`src/rtl/top_level_pkg.sv`:
```
// Shared definitions for the Hamming(16,11) SECDED encoder engine.
// Holds the FSM states, the fixed memory map and the parity function.
package top_level_pkg;

    typedef enum logic [2:0] {
        IDLE,
        LD_LO,
        LD_HI,
        ST_LO,
        ST_HI,
        DONE
    } state_t;

    localparam logic [3:0] N_MSG    = 4'd15;
    localparam logic [7:0] IN_BASE  = 8'd0;
    localparam logic [7:0] OUT_BASE = 8'd30;

    // Codeword bit j (1..15) is Hamming position j; bit 0 is the overall parity.
    function automatic logic [15:0] hamming_encode(input logic [11:1] d);
        logic p8;
        logic p4;
        logic p2;
        logic p1;
        logic p0;
        p8 = ^d[11:5];
        p4 = d[11] ^ d[10] ^ d[9] ^ d[8] ^ d[4] ^ d[3] ^ d[2];
        p2 = d[11] ^ d[10] ^ d[7] ^ d[6] ^ d[4] ^ d[3] ^ d[1];
        p1 = d[11] ^ d[9] ^ d[7] ^ d[5] ^ d[4] ^ d[2] ^ d[1];
        p0 = (^d) ^ p8 ^ p4 ^ p2 ^ p1;
        return {d[11:5], p8, d[4:2], p4, d[1], p2, p1, p0};
    endfunction

endpackage

```
`src/rtl/top_level_data_mem.sv`:
```
// 256x8 data memory: asynchronous read, synchronous write, single shared address.
// Contents survive reset; benches load and inspect the core array directly.
module data_mem (
    input  logic       CLK,
    input  logic       we,
    input  logic [7:0] addr,
    input  logic [7:0] wdata,
    output logic [7:0] rdata
);

    logic [7:0] core [0:255];

    assign rdata = core[addr];

    always_ff @(posedge CLK) begin
        if (we) begin
            core[addr] <= wdata;
        end
    end

endmodule

```
`src/rtl/top_level_instr_rom.sv`:
```
// 256x9 program ROM, loaded from outside through the inst_rom array.
// The fixed-function encoder does not depend on its contents.
module instr_rom (
    input  logic [7:0] addr,
    output logic [8:0] data
);

    logic [8:0] inst_rom [0:255];

    assign data = inst_rom[addr];

endmodule

```
`src/rtl/top_level.sv`:
```
// Hamming(16,11) SECDED encoder: reads 15 packed messages from data memory,
// writes the 16-bit codewords back at OUT_BASE, then raises halt.
module top_level
    import top_level_pkg::*;
(
    input  logic CLK,
    input  logic rst_n,
    input  logic start,
    output logic halt
);

    localparam logic [3:0] LAST_IDX = N_MSG - 4'd1;

    state_t      state;
    logic [3:0]  msgIdx;
    logic [7:0]  dataLo;
    logic [2:0]  dataHi;
    logic [15:0] codeWord;
    logic [7:0]  msgOff;
    logic [7:0]  memAddr;
    logic        memWe;
    logic [7:0]  memWdata;
    logic [7:0]  memRdata;
    logic [8:0]  romWord;

    assign msgOff   = {3'b000, msgIdx, 1'b0};
    assign codeWord = hamming_encode({dataHi, dataLo});

    always_ff @(posedge CLK or negedge rst_n) begin
        if (!rst_n) begin
            state  <= IDLE;
            msgIdx <= '0;
            dataLo <= '0;
            dataHi <= '0;
            halt   <= 1'b0;
        end else begin
            case (state)
                IDLE: begin
                    if (start) begin
                        msgIdx <= '0;
                        state  <= LD_LO;
                    end
                end
                LD_LO: begin
                    dataLo <= memRdata;
                    state  <= LD_HI;
                end
                LD_HI: begin
                    dataHi <= memRdata[2:0];
                    state  <= ST_LO;
                end
                ST_LO: begin
                    state <= ST_HI;
                end
                ST_HI: begin
                    if (msgIdx == LAST_IDX) begin
                        state <= DONE;
                        halt  <= 1'b1;
                    end else begin
                        msgIdx <= msgIdx + 4'd1;
                        state  <= LD_LO;
                    end
                end
                DONE: begin
                    if (start) begin
                        msgIdx <= '0;
                        halt   <= 1'b0;
                        state  <= LD_LO;
                    end
                end
                default: begin
                    state <= IDLE;
                end
            endcase
        end
    end

    // One memory access per cycle: the state alone picks the address and the write.
    always_comb begin
        memAddr  = IN_BASE + msgOff;
        memWe    = 1'b0;
        memWdata = codeWord[7:0];
        case (state)
            LD_HI: begin
                memAddr = IN_BASE + msgOff + 8'd1;
            end
            ST_LO: begin
                memAddr = OUT_BASE + msgOff;
                memWe   = 1'b1;
            end
            ST_HI: begin
                memAddr  = OUT_BASE + msgOff + 8'd1;
                memWe    = 1'b1;
                memWdata = codeWord[15:8];
            end
            default: begin
            end
        endcase
    end

    data_mem dm1 (
        .CLK   (CLK),
        .we    (memWe),
        .addr  (memAddr),
        .wdata (memWdata),
        .rdata (memRdata)
    );

    instr_rom instr_ROM1 (
        .addr (memAddr),
        .data (romWord)
    );

endmodule

```
`config.mk`:
```
export PLATFORM = sky130hd
export DESIGN_NAME = top_level
export DESIGN_NICKNAME = d
export VERILOG_FILES = /design/src/rtl/top_level_pkg.sv /design/src/rtl/top_level_data_mem.sv /design/src/rtl/top_level_instr_rom.sv /design/src/rtl/top_level.sv
export SDC_FILE = /design/constraint.sdc
export NUM_CORES = 1
export LEC_CHECK = 0
export ABC_AREA = 1
export CORE_MARGIN = 8
export CORE_UTILIZATION = 33
export DETAILED_ROUTE_END_ITERATION = 16
export SLEW_MARGIN = 20
export SYNTH_ARGS = -nofsm -noshare
export SYNTH_HDL_FRONTEND = slang
export SYNTH_SLANG_ARGS = --single-unit
```
`constraint.sdc`:
```
create_clock -name CLK -period 1.74 [get_ports CLK]
set_clock_uncertainty 0.15 [all_clocks]
set_input_delay 0.261 -clock CLK [delete_from_list [all_inputs] [get_ports CLK]]
set_output_delay 0.261 -clock CLK [all_outputs]
set_load 0.02 [all_outputs]
```
==> results.cfg <==
[route]
wl_per_cell_um = 9.526
wl_um = 724
drtAntennaViolNets = 0
vias = 352
drtIter0Drc = 12
drcViolationCount = 0
firstDrtPassIters = 4
vias_per_cell = 4.632

[layout]
most-common-layout-cells = nand2_1 (17), dfrtp_1 (8), nor2_1 (7), inv_1 (5), nand3_1 (4)
fin_nets = 68
antenna_cells = 0
final_common_cell = nand2_1
area_delta_synth_final_pct = 16.38
layout-drive-gt1-share_pct = 14.75
final_util_pct = 39.94
stdcell_count = 76
nFillCells = 128

[critical_path]
r2r-end = msgIdx[0]
arrival_ns = 1.18
critPathSlowestCell = clkdlybuf4s50_1
r2r-start = msgIdx[0]
max_stage_delay_ns = 0.60
cp_max_fo = 2
rrSetupSlack_ns = 0.27
crit_required_ns = 1.33
crit_path_end_kind = output pin
start_kind = register
worst_path_dominant_cell_family = buffers and inverters
worstSetupPathType = register to output pin
crit_buf_inv = 1
worstPathCellList = clkdlybuf4s50_1
r2r_cells = 8

[synthesis]
synth_cells = 55
netlist_top_cells_area = dfrtp_1 (46%), nand2_1 (15%), nor2_1 (6.0%)
syn-num-nets = 60
seq_area_frac_synth_pct = 45.98
yosys.cell_types.count = 14
synth_top_area_share_pct = 45.98
syn_area_um2 = 435.4
synth_top_area_cell = dfrtp_1
ys_warn_count = 0
ys_seq_elements = 8
synth.avg_cell_area_um2 = 7.917

[floorplanning]
coreArea_um2 = 1269
die_h_um = 52.33
die_area_um2 = 2738
die_width_um = 52.33
rows = 13
pin_count = 4
initial_core_util_pct = 34.32

[global_route]
antenna_found_initial = 0
grt-ovfl-total = 0
grt_pass1_wl_mm = 1.262
grt_max_degree = 9
grt_usage_pct = 6.499
grt_pass1_vias = 303

[timing]
slew_headroom_pct = 76.14
setup_viol = 0
fmax_ghz = 0.6274
tightest_slew_ns = 0.3568
drv_slew = 0
rsz0062_at_grt = no
min_period_ns = 1.594
finalCritPeriodShare_pct = 91.61
finalHoldViolCount = 0
tns_ns = 0

[clocking]
clock-sinks = 8
post_cts_buffers = 0
insertion_delay_ns = 0.26
postCtsResizedCells = 0
cts_tree = done
clkTransAtPathRegs_ns = 0.05
htreeDepth = 1
cts-root-buf = clkbuf_4
cts_max_path_buffers = 2
numCtsBuffers = 3
postCtsHoldBufs = 0

[flow_run]
cap_viol_max_count = 0

[power]
p_int_w = 0.0004983
seqPwrFrac_pct = 39.3
combPwrFrac_pct = 44.2
power_density_nw_per_um2 = 1719
switching_share_pct = 42.79
clkPwrFrac_pct = 16.4
p_switching_w = 0.0003727
leakage_nw = 0.2514
peakVddDrop_mv = 0.7912

[hold_path]
hold_class = primary input to asynchronous set/reset pin

[placed_design]
port_buffers = 3
routabilityCongestion = 0.7921
dp.cells = 73
hpwl_um = 546.6

[status]
status = completed
cells by family (layout without fill, tap and decap cells):
logic type                 count (synthesis)  count (layout)  share of synthesized area, %
DFF                                        8               8                         45.98
adders and majority gates                  2               2                         5.746
and+or+nand+nor                           35              35                         36.50
buffers and inverters                      5              11                         4.311
xor gates and xnor gates                   1               1                         2.012
AOI/OAI and AO/OA                          4               4                         5.459
state kept, by name, indices dropped and copies added (netlist names):
name and cells:
halt 1, msgIdx 4, state 3
power by group through the flow:
stage          logic [W]  registers (W)  clock network (W)
3_3_place_gp    0.000385       0.000347                  0
4_1_cts         0.000387       0.000343           0.000147
2_1_floorplan   0.000288       0.000349                  0
6_report        0.000385       0.000343           0.000143
5_1_grt         0.000441       0.000356           0.000158
3_5_place_dp    0.000386       0.000346                  0
area by class of cell:
cell class | instances | area (um^2) | share of cell area, %
Clock buffer | 3 | 22.52 | 4.444
Inverter | 5 | 18.77 | 3.704
Tap cell | 15 | 18.77 | 3.704
Timing Repair Buffer | 3 | 30.03 | 5.926
Sequential cell | 8 | 200.2 | 39.51
Multi-Input combinational cell | 42 | 216.5 | 42.72
worst max-delay path by stage:
stage	start	end	slack [ns]	cells past startpoint
after floorplan	msgIdx[0]	msgIdx[0]	0.41	8
after global placement	msgIdx[0]	msgIdx[0]	0.28	8
after detailed placement	msgIdx[0]	msgIdx[0]	0.28	8
after CTS	halt	halt	0.13	1
after global routing	halt	halt	0.10	1
final	halt	halt	0.15	1
per-layer routing:
layer	part of all wire, %	track usage (%)	routed length [um]	up-vias
met5	0	0	0	-
met4	5.8	7.759	42	0
met3	4.4	2.557	32	5
met2	41	8.498	298	10
met1	48	7.143	350	150
li1	-	-	-	187
cells in the mapped netlist, drive strengths merged:
library cell	n
o21ai	2
nor3b	1
dfrtp	8
a21oi	1
xnor2	1
inv	5
ha	2
nand2	20
o221ai	1
nand3	5
nor2	9
per-stage QoR:
stage	setup slack, ns	hold slack, ns	power [W]	cell area, um^2
after global routing	0.1045	0.1566	0.0009561	506.7
after detailed placement	0.2803	0.3386	0.0007318	484.2
after floorplan	0.4067	-0.1846	0.0006368	435.4
after CTS	0.1326	0.1353	0.0008768	506.7
after global placement	0.2810	0.3327	0.0007323	484.2
final	0.1460	0.1291	0.0008709	506.7
Power figures use the tool's default switching activity.
